[src/rtl/keystream_framer_pkg.sv]
// Shared types and constants for the keystream framer: the FSM state encoding,
// the sync header word, and the helpers for the 32-bit reseed LFSR.
package keystream_framer_pkg;

   localparam int DATA_WIDTH_DEF = 32;
   localparam int FRAC_BITS_DEF  = 30;
   localparam int SAMPLE_W_DEF   = 16;

   localparam logic [31:0] SYNC_WORD = 32'h5A5A_C3C3;

   // Galois mask for x^32 + x^22 + x^2 + x + 1, right-shifting form
   localparam logic [31:0] LFSR_TAPS = 32'h8020_0003;

   typedef enum logic [1:0] {
      DATA       = 2'd0,
      RESEED     = 2'd1,
      SYNC_HDR   = 2'd2,
      SYNC_STATE = 2'd3
   } state_t;

   // One step of the right-shifting Galois LFSR
   function automatic logic [31:0] lfsr_step(input logic [31:0] cur);
      lfsr_step = cur[0] ? ((cur >> 1) ^ LFSR_TAPS) : (cur >> 1);
   endfunction

   // Reseed value is a Q2.30 number in [0,1); an all-zero fraction would be a
   // fixed point of the map, so it is replaced by the smallest nonzero value
   function automatic logic [31:0] reseed_value(input logic [31:0] cur);
      reseed_value = (cur[29:0] == 30'd0) ? 32'h0000_0001 : {2'b00, cur[29:0]};
   endfunction

endpackage

[src/rtl/keystream_framer_if.sv]
// Sample-in / beat-out handshake bundle of the keystream framer.
// master: the framer itself (consumes samples, produces beats).
// slave:  the surrounding audio source and link serialiser.
interface keystream_framer_if #(
   parameter int SAMPLE_W   = 16,
   parameter int DATA_WIDTH = 32
) ();

   logic                  s_valid;
   logic                  s_ready;
   logic [SAMPLE_W-1:0]   s_data;
   logic                  m_valid;
   logic                  m_ready;
   logic [DATA_WIDTH-1:0] m_data;
   logic                  m_is_sync;

   modport master (
      input  s_valid, s_data, m_ready,
      output s_ready, m_valid, m_data, m_is_sync
   );

   modport slave (
      output s_valid, s_data, m_ready,
      input  s_ready, m_valid, m_data, m_is_sync
   );

endinterface

[src/rtl/keystream_framer_reseed_lfsr.sv]
// 32-bit Galois LFSR that supplies fresh seeds for the chaotic generator
// whenever the keystream collapses. Advances only when step is high.
module keystream_framer_reseed_lfsr
   import keystream_framer_pkg::*;
#(
   parameter logic [31:0] SEED = 32'hACE1_2468
) (
   input  logic        clk,
   input  logic        rst,
   input  logic        step,
   output logic [31:0] state
);

   // Hold the seed in reset, advance one step per enabled cycle
   always_ff @(posedge clk) begin
      if (rst) begin
         state <= SEED;
      end else if (step) begin
         state <= lfsr_step(state);
      end
   end

endmodule

[src/rtl/keystream_framer.sv]
// TX-side keystream framer: XORs PCM samples with 16 key bits from the chaotic
// generator, inserts a header + generator-state sync frame every SYNC_PERIOD
// samples, and reseeds the generator from an LFSR when the key degenerates.
module keystream_framer
   import keystream_framer_pkg::*;
#(
   parameter int          DATA_WIDTH  = DATA_WIDTH_DEF,
   parameter int          FRAC_BITS   = FRAC_BITS_DEF,
   parameter int          SAMPLE_W    = SAMPLE_W_DEF,
   parameter int          SYNC_PERIOD = 256,
   parameter logic [31:0] LFSR_SEED   = 32'hACE1_2468
) (
   input  logic                  clk,
   input  logic                  rst,
   keystream_framer_if.master    bus,
   input  logic [DATA_WIDTH-1:0] key_in,
   output logic                  next_key_en,
   output logic                  sync_en,
   output logic [DATA_WIDTH-1:0] sync_state_out
);

   localparam int CNT_W = $clog2(SYNC_PERIOD + 1);

   state_t                state;
   state_t                state_nxt;
   logic [CNT_W-1:0]      sample_cnt;
   logic [DATA_WIDTH-1:0] last_key;
   logic                  last_key_vld;
   logic [31:0]           lfsr;

   logic                  free;
   logic                  degen;
   logic                  accept;
   logic                  period_done;
   logic                  load;
   logic                  load_sync;
   logic [DATA_WIDTH-1:0] load_data;
   logic [SAMPLE_W-1:0]   cipher;

   // The output slot can take a new beat when empty or being drained this cycle
   assign free        = !bus.m_valid || bus.m_ready;
   // Zero or a repeated key means the fixed-point map has collapsed
   assign degen       = (key_in == '0) || (last_key_vld && (key_in == last_key));
   // This accept is the last sample of the current sync period
   assign period_done = (sample_cnt == CNT_W'(SYNC_PERIOD - 1));
   assign cipher      = bus.s_data ^ key_in[FRAC_BITS-1 -: SAMPLE_W];

   keystream_framer_reseed_lfsr #(
      .SEED (LFSR_SEED)
   ) u_lfsr (
      .clk   (clk),
      .rst   (rst),
      .step  (state == RESEED),
      .state (lfsr)
   );

   // FSM state register; every stream opens with a sync frame
   always_ff @(posedge clk) begin
      if (rst) begin
         state <= SYNC_HDR;
      end else begin
         state <= state_nxt;
      end
   end

   // FSM next-state logic
   always_comb begin
      state_nxt = state;
      case (state)
         DATA: begin
            if (degen) begin
               state_nxt = RESEED;
            end else if (accept && period_done) begin
               state_nxt = SYNC_HDR;
            end
         end
         RESEED:     state_nxt = SYNC_HDR;
         SYNC_HDR:   if (free) state_nxt = SYNC_STATE;
         SYNC_STATE: if (free) state_nxt = DATA;
         default:    state_nxt = SYNC_HDR;
      endcase
   end

   // FSM outputs: handshake, generator control and the beat to load
   always_comb begin
      bus.s_ready    = 1'b0;
      accept         = 1'b0;
      next_key_en    = 1'b0;
      sync_en        = 1'b0;
      sync_state_out = '0;
      load           = 1'b0;
      load_sync      = 1'b0;
      load_data      = '0;
      case (state)
         DATA: begin
            bus.s_ready = free && !degen;
            accept      = bus.s_valid && free && !degen;
            next_key_en = accept;
            load        = accept;
            load_data   = DATA_WIDTH'(cipher);
         end
         RESEED: begin
            sync_en        = 1'b1;
            sync_state_out = DATA_WIDTH'(reseed_value(lfsr));
         end
         SYNC_HDR: begin
            load      = free;
            load_sync = 1'b1;
            load_data = DATA_WIDTH'(SYNC_WORD);
         end
         SYNC_STATE: begin
            // Unconsumed state: the next data sample reuses this same key,
            // exactly as the RX generator will after loading it
            load      = free;
            load_sync = 1'b1;
            load_data = key_in;
         end
         default: ;
      endcase
   end

   // Single-entry output slot; contents frozen while stalled
   always_ff @(posedge clk) begin
      if (rst) begin
         bus.m_valid   <= 1'b0;
         bus.m_data    <= '0;
         bus.m_is_sync <= 1'b0;
      end else if (load) begin
         bus.m_valid   <= 1'b1;
         bus.m_data    <= load_data;
         bus.m_is_sync <= load_sync;
      end else if (bus.m_ready) begin
         bus.m_valid   <= 1'b0;
      end
   end

   // Sample counting and last-consumed-key tracking for degeneracy detection
   always_ff @(posedge clk) begin
      if (rst) begin
         sample_cnt   <= '0;
         last_key     <= '0;
         last_key_vld <= 1'b0;
      end else if (state == RESEED) begin
         sample_cnt   <= '0;
         last_key_vld <= 1'b0;
      end else if (accept) begin
         last_key     <= key_in;
         last_key_vld <= 1'b1;
         sample_cnt   <= period_done ? '0 : sample_cnt + CNT_W'(1);
      end
   end

endmodule
[src/flat_wrapper.sv]
// flat-port wrapper written by rule: the top's interface ports become plain ports
module keystream_framer_flat import keystream_framer_pkg::*;
#(
   parameter int          DATA_WIDTH  = DATA_WIDTH_DEF,
   parameter int          FRAC_BITS   = FRAC_BITS_DEF,
   parameter int          SAMPLE_W    = SAMPLE_W_DEF,
   parameter int          SYNC_PERIOD = 256,
   parameter logic [31:0] LFSR_SEED   = 32'hACE1_2468
)
  (clk, rst, key_in, next_key_en, sync_en, sync_state_out, bus_s_valid, bus_s_data, bus_m_ready, bus_s_ready, bus_m_valid, bus_m_data, bus_m_is_sync);
  keystream_framer_if #(.SAMPLE_W(SAMPLE_W), .DATA_WIDTH(DATA_WIDTH)) bus_i ();
  input  logic clk;
  input  logic rst;
  input  logic [DATA_WIDTH-1:0] key_in;
  output logic next_key_en;
  output logic sync_en;
  output logic [DATA_WIDTH-1:0] sync_state_out;
  input wire logic [$bits(bus_i.s_valid)-1:0] bus_s_valid;
  input wire logic [$bits(bus_i.s_data)-1:0] bus_s_data;
  input wire logic [$bits(bus_i.m_ready)-1:0] bus_m_ready;
  output wire logic [$bits(bus_i.s_ready)-1:0] bus_s_ready;
  output wire logic [$bits(bus_i.m_valid)-1:0] bus_m_valid;
  output wire logic [$bits(bus_i.m_data)-1:0] bus_m_data;
  output wire logic [$bits(bus_i.m_is_sync)-1:0] bus_m_is_sync;
  assign bus_i.s_valid = bus_s_valid;
  assign bus_i.s_data = bus_s_data;
  assign bus_i.m_ready = bus_m_ready;
  assign bus_s_ready = bus_i.s_ready;
  assign bus_m_valid = bus_i.m_valid;
  assign bus_m_data = bus_i.m_data;
  assign bus_m_is_sync = bus_i.m_is_sync;
  keystream_framer #(.DATA_WIDTH(DATA_WIDTH), .FRAC_BITS(FRAC_BITS), .SAMPLE_W(SAMPLE_W), .SYNC_PERIOD(SYNC_PERIOD), .LFSR_SEED(LFSR_SEED)) u_core (.clk(clk), .rst(rst), .bus(bus_i), .key_in(key_in), .next_key_en(next_key_en), .sync_en(sync_en), .sync_state_out(sync_state_out));
endmodule
[config.mk]
export PLATFORM = sky130hd
export DESIGN_NAME = keystream_framer_flat
export DESIGN_NICKNAME = d
export VERILOG_FILES = /design/src/rtl/keystream_framer_pkg.sv /design/src/rtl/keystream_framer_if.sv /design/src/rtl/keystream_framer_reseed_lfsr.sv /design/src/rtl/keystream_framer.sv /design/src/flat_wrapper.sv
export SDC_FILE = /design/constraint.sdc
export NUM_CORES = 1
export LEC_CHECK = 0
export CORE_MARGIN = 1
export CORE_UTILIZATION = 46
export DETAILED_ROUTE_END_ITERATION = 6
export HOLD_SLACK_MARGIN = 0.15
export PLACE_DENSITY = 0.77
export SETUP_SLACK_MARGIN = 0.3
export SYNTH_ARGS = -nofsm -noshare
export SYNTH_HDL_FRONTEND = slang
export SYNTH_SLANG_ARGS = --single-unit
[constraint.sdc]
create_clock -name clk -period 2 [get_ports clk]
set_input_delay 0.2 -clock clk [delete_from_list [all_inputs] [get_ports clk]]
set_output_delay 0.2 -clock clk [all_outputs]
set_load 0.02 [all_outputs]
Word-level counts from Yosys, hierarchy flattened
Index checks and enable logic that the tools add are counted.
{"block": "totals", "register_bits": 110, "output_inout_bits": 69, "word_cells": 54}
{"block": "classes", "add_sub_neg": 1, "n_eq_ne": 8, "mux": 17, "n_bitwise": 3, "n_reduce_logical": 17}
{"op": "case mux 32 bit (3 select lines)", "count": 1}
{"op": "2-to-1 mux 32 bit", "count": 2}
{"op": "== test 32 bit", "count": 1}
{"op": "logical NOT 32 bit", "count": 1}
{"op": "logical NOT 30 bit", "count": 1}
{"op": "2-to-1 mux 30 bit", "count": 1}
{"op": "XOR 16 bit", "count": 1}
{"op": "adder 9 x 1 -> 9 bit, second input constant", "count": 1}
{"op": "== test 9 x 8 -> 1 bit, second input constant", "count": 1}
{"op": "2-to-1 mux 9 bit", "count": 1}
{"op": "2-to-1 mux 2 bit", "count": 4}
{"op": "case mux 2 bit (4 select lines)", "count": 1}
{"op": "2-to-1 mux 1 bit", "count": 6}
{"op": "logical AND 1 bit", "count": 5}
{"op": "== test 2 bit, second input constant", "count": 2}
{"op": "!= test 2 x 1 -> 1 bit, second input constant", "count": 2}
{"op": "inverter 3 -> 4 bit", "count": 1}
{"op": "OR reduction 2 bit", "count": 2}
{"op": "!= test 3 x 1 -> 1 bit, second input constant", "count": 1}
{"op": "AND reduction 3 bit", "count": 1}
{"op": "== test 2 x 1 -> 1 bit, second input constant", "count": 1}
{"op": "logical NOT 1 bit", "count": 2}
{"op": "logical NOT 2 bit", "count": 1}
{"op": "logical OR 1 bit", "count": 2}
{"op": "4 further kinds", "count": 4}

Depth between registers and ports, before layout
{"block": "logic_depth", "ltp_word": 10, "mapped_depth": 9}

Modules after synthesis
Synthesis repeated with hierarchy kept, for this count alone.
{"block": "unflattened", "hier_cells": 644, "area_unflattened_um2": 6022.0}
{"mod": "keystream_framer", "n_inst": 1, "cells_per_inst": 537, "area_each_um2": 4810.9, "seq_area_each_um2": 1561.5}
{"mod": "keystream_framer_reseed_lfsr", "n_inst": 1, "cells_per_inst": 107, "area_each_um2": 1211.2, "seq_area_each_um2": 640.6}

Least setup slack after synthesis
Ideal clock, no wire load.
{"block": "synth_path", "path_kind": "register to output", "start": "reg u_core.state[1]", "end": "out sync_state_out[1]", "arrival_ns": 1.815, "path_slack_ns": -0.015, "path_stages_with_launch": 7, "n_path_buf": 2, "path_cell_list": "dfxtp_1 > inv_1 > ha_1 > clkbuf_1 > inv_2 > clkbuf_1 > nor3_1"}
{"block": "synth_between", "elab_chain_cells": 2}
{"item": "start: declaration", "line_no": "keystream_framer.sv:24", "rtl": "state_t state;"}
{"item": "start signal: assignment", "line_no": "keystream_framer.sv:62", "rtl": "state <= state_nxt;"}
{"item": "== test 2 x 1 -> 1 bit", "line_no": "keystream_framer.sv:94", "rtl": "case (state)"}
{"item": "2-to-1 mux 32 bit", "line_no": "keystream_framer.sv:94"}
{"item": "end: declaration", "line_no": "flat_wrapper.sv:17", "rtl": "output logic [DATA_WIDTH-1:0] sync_state_out;"}
No other way between the ends.

Final worst setup path
{"block": "layout_path", "start": "reg u_core.last_key[1]", "end": "reg u_core.bus.m_data[4]"}
{"block": "layout_between", "elab_chain_cells": 6}
{"item": "start: declaration", "line_no": "keystream_framer.sv:27", "rtl": "logic [DATA_WIDTH-1:0] last_key;"}
{"item": "start signal: assignment", "line_no": "keystream_framer.sv:147", "rtl": "last_key <= key_in;"}
{"item": "== test 32 bit", "line_no": "keystream_framer.sv:43", "rtl": "assign degen = (key_in == '0) || (last_key_vld && (key_in == last_key));"}
{"item": "logical AND 1 bit", "line_no": "keystream_framer.sv:43"}
{"item": "logical OR 1 bit", "line_no": "keystream_framer.sv:43"}
{"item": "logical NOT 1 bit", "line_no": "keystream_framer.sv:97", "rtl": "accept = bus.s_valid && free && !degen;"}
{"item": "logical AND 1 bit", "line_no": "keystream_framer.sv:97"}
{"item": "case mux 1 bit (2 select lines)", "line_no": "keystream_framer.sv:94"}
{"item": "end signal: assignment", "line_no": "keystream_framer.sv:130", "rtl": "bus.m_data <= load_data;"}
{"item": "end: declaration", "line_no": "keystream_framer_if.sv:19", "rtl": "output s_ready, m_valid, m_data, m_is_sync"}
No other way between the ends.
A chain may end at the register's enable or synchronous reset.

==> metrics.md <==
| Metric | Value |
|---|---|
| CP Max Fanout | `9` |
| Fin crit share | `119.9%` |
| Vias in the first global route | `6,039` |
| Post-Syn Area per Cell | `9.013 um2` |
| Residual DRC | `1` |
| Largest net degree at the start of global routing | `67` |
| I/O Pins | `121` |
| Outcome | `finished with violations` |
| Routed wire per std cell | `23.69 um` |
| Total Die Area | `12,690 um2` |
| Worst rel slew slack | `61.91%` |
| Max_cap viols | `0` |
| Slew @ Worst Pin | `0.5713 ns` |
| Clock skew | `0.01018 ns` |
| CTS tree | `yes` |
| Via Count | `6,250` |
| CTS max path bufs | `2` |
| Synthesis-stage register bit count | `110` |
| Setup Total Neg Slack | `-23.31 ns` |
| Fin cells | `963` |
| Inst Count DP | `906` |
| Synth Instances | `625` |
| Max Freq | `416.9 MHz` |
| Clk slew on worst S/H paths | `0.08 ns` |
| Global route overflow | `0` |
| CTS Sinks | `110` |
| Register Area | `2236 um2` |
| CP Class | `register to register` |
| Syn. warnings | `0` |
| Leak Pwr | `3.458 nW` |
| Setup violations, final | `86` |
| H-tree levels | `3` |
| Inserted Clock Buffers | `9` |
| Slew Limit Fails | `0` |
| Final WS setup | `-0.3984 ns` |
| IO buf count | `118` |
| Worst-skew pair later-pin latency | `0.36 ns` |
| Critical Path Start | `u_core.last_key[1]` |
| Initial Util | `47.09%` |
| # rows | `40` |
| Launch point of the worst reg-to-reg path | `u_core.last_key[1]` |
| Startpoint types | `register` |
| Nets | `870` |
| Worst Hold Class | `input port to register` |
| Die Y | `112.7 um` |
| Number of flops mapped to enable cells by yosys | `0` |
| Worst endpoint required time | `2.26 ns` |
| Hold Crit Start | `rst` |
| Peak supply drop | `0.6913 mV` |
| Filler instances | `746` |
| Antenna Nets Post-Route | `0` |
| Area delta synth->final | `59.08%` |
| Main synth FF type | `dfxtp_1` |
| Sequential share of the synthesized area | `39.09%` |
| Fin. Hold Viols | `0` |
| DRT iter0 DRCs | `654` |
| Antenna Cells | `0` |
| Crit path DAT | `2.65 ns` |
| CP endpoint kind | `register` |
| DRT Pass-1 Iters | `7` |
| Vias/cell | `6.490` |
| DP Worst Slack | `-0.7025 ns` |
| Placer Congestion | `0.8808` |
| Total GRT Usage | `31.89%` |
| Violated checks | `DRC, setup timing` |
| Unique masters post-synth | `52` |
| Core area | `11,960 um2` |
| Total power | `10.35 mW` |
| Clk root buf | `clkbuf_16` |
| Die width | `112.7 um` |
| Multi-input gate area | `3819 um2` |
| First-pass GRT wire length | `31.55 mm` |
| Initial antenna violation count | `0` |
| RSZ-0062 raised after global routing | `yes` |
| Pwr dens | `1155 nW/um2` |
| Tmin final | `2.398 ns` |
| Drt total wl | `22.82 mm` |
| Half-perimeter wire length after detailed placement | `12.24 mm` |
| Synth Cell Area | `5633 um2` |
| Async set-reset flop share out of synthesis | `0%` |
| Layout cells sized above 1 | `40.20%` |
==> cell families (layout without fill, tap and decap cells) <==
family,after synthesis,in the layout,share of synthesized area [%]
buffers and inverters,66,256,5.264
multiplexers,31,31,7.375
XOR/XNOR,50,50,7.774
AND/OR/NAND/NOR,208,208,20.28
flip-flops,110,110,39.09
other,1,2,0.06657
AO/OA/AOI/OAI,152,152,18.59
adder cells (fa/ha/maj),7,7,1.555
==> flip-flops by register name, summed over array words and instances (netlist names) <==
name / cells
u_core.bus.m_valid: 1
u_core.bus.m_is_sync: 1
u_core.sample_cnt: 9
u_core.state: 2
u_core.u_lfsr.state: 32
u_core.last_key_vld: 1
u_core.last_key: 32
u_core.bus.m_data: 32
==> routing by layer <==
layer	routed length, um	global-route usage (%)	vias to the layer above
met3	2056	8.099	135
li1	-	-	2656
met2	11120	54.53	438
met5	0	0	-
met1	8308	36.23	3021
met4	1336	17.96	0
==> synthesized netlist by cell type (9+ instances only) <==
cell      instances  area, um2
a211o_1          10      87.58
xor2_1           21      183.9
inv_1             9      33.78
nor4_1           14      87.58
nor2b_1          26      162.7
mux2_4           20      300.3
and2_1           29      181.4
nor2_1           57      214.0
a21oi_1          60      300.3
nand2_1          12      45.04
o31ai_1          32      240.2
a32o_1            9      90.09
dfxtp_1         110       2202
nand4_1          43      269.0
clkbuf_1         40      150.1
xnor2_1          29      254.0
==> report_power, final <==
group / internal, mW / total (mW) / leakage (nW) / switching (mW)
Sequential: 2.60 / 2.90 / 0.906 / 0.309
Combinational: 2.83 / 5.53 / 2.41 / 2.70
Clock: 1.02 / 1.92 / 0.147 / 0.901
Total: 6.44 / 10.4 / 3.46 / 3.91
==> final timing paths <==
| kind | endpoint | slack [ns] | cells past startpoint |
|---|---|---|---|
| min reg2reg | u_core.sample_cnt[6] | 0.47 | 2 |
| min | u_core.u_lfsr.state[20] | 0.24 | 2 |
| max | u_core.bus.m_data[4] | -0.40 | 10 |
| max reg2reg | u_core.bus.m_data[4] | -0.40 | 10 |
==> critical path: stages, from the launching register on <==
cell	delay, ns
dfxtp_2	0.34
xnor2_1	0.23
nand4_1	0.26
nor4_4	0.30
buf_4	0.19
a311oi_4	0.11
o21ai_4	0.17
buf_4	0.15
buf_6	0.11
buf_16	0.14
mux2_4	0.30
==> cell usage in the layout (no fill, tap or decap), drive strengths merged, types with 3 or more instances in the layout <==
| cell type | instances |
|---|---|
| xnor2 | 29 |
| a221oi | 8 |
| buf | 143 |
| and3 | 5 |
| dfxtp | 110 |
| a21oi | 60 |
| nor2 | 58 |
| nand3 | 6 |
| ha | 7 |
| mux2i | 7 |
| nor4 | 15 |
| dlygate4sd2 | 33 |
| nand4 | 43 |
| clkbuf | 12 |
| nand2 | 12 |
| a211o | 10 |
| nor2b | 26 |
| nor3 | 7 |
| mux2 | 24 |
| a311oi | 4 |
| a31o | 4 |
| inv | 11 |
| o21ai | 7 |
| a31oi | 3 |
| and2 | 29 |
| a22oi | 8 |
| xor2 | 21 |
| clkdlybuf4s50 | 52 |
| o31ai | 32 |
| a32o | 9 |
| o31a | 3 |
==> final cells by class <==
cell class	count	area share, %
multi-input cells	450	42.61
well taps	147	2.052
inverters	10	0.4468
clock inverters	6	0.7819
clock buffers	10	2.667
flip-flops and latches	110	24.95
repair buffers	230	26.49
==> repair_timing <==
| action | CTS | global route |
|---|---|---|
| setup endpoints to repair | 115 | 113 |
| hold buffers | 0 | 0 |
| hold endpoints to repair | 0 | 0 |
| gates resized for setup | 357 | 50 |
| setup buffers | 27 | 5 |
| pin swaps | 65 | 25 |
| cloned | 6 | 3 |
==> stage by stage <==
| step | util, % | hold WS, ns | cell area [um2] |
|---|---|---|---|
| 2_1_floorplan | - | 0.3258 | 5708 |
| 3_3_place_gp | 61.67 | 0.4310 | 7377 |
| 3_5_place_dp | 61.67 | 0.4508 | 7377 |
| 4_1_cts | 71.96 | 0.2285 | 8607 |
| 5_1_grt | 74.92 | 0.2461 | 8961 |
| 6_report | 74.92 | 0.2403 | 8961 |
Note: power is estimated with default switching activity, not from simulation.
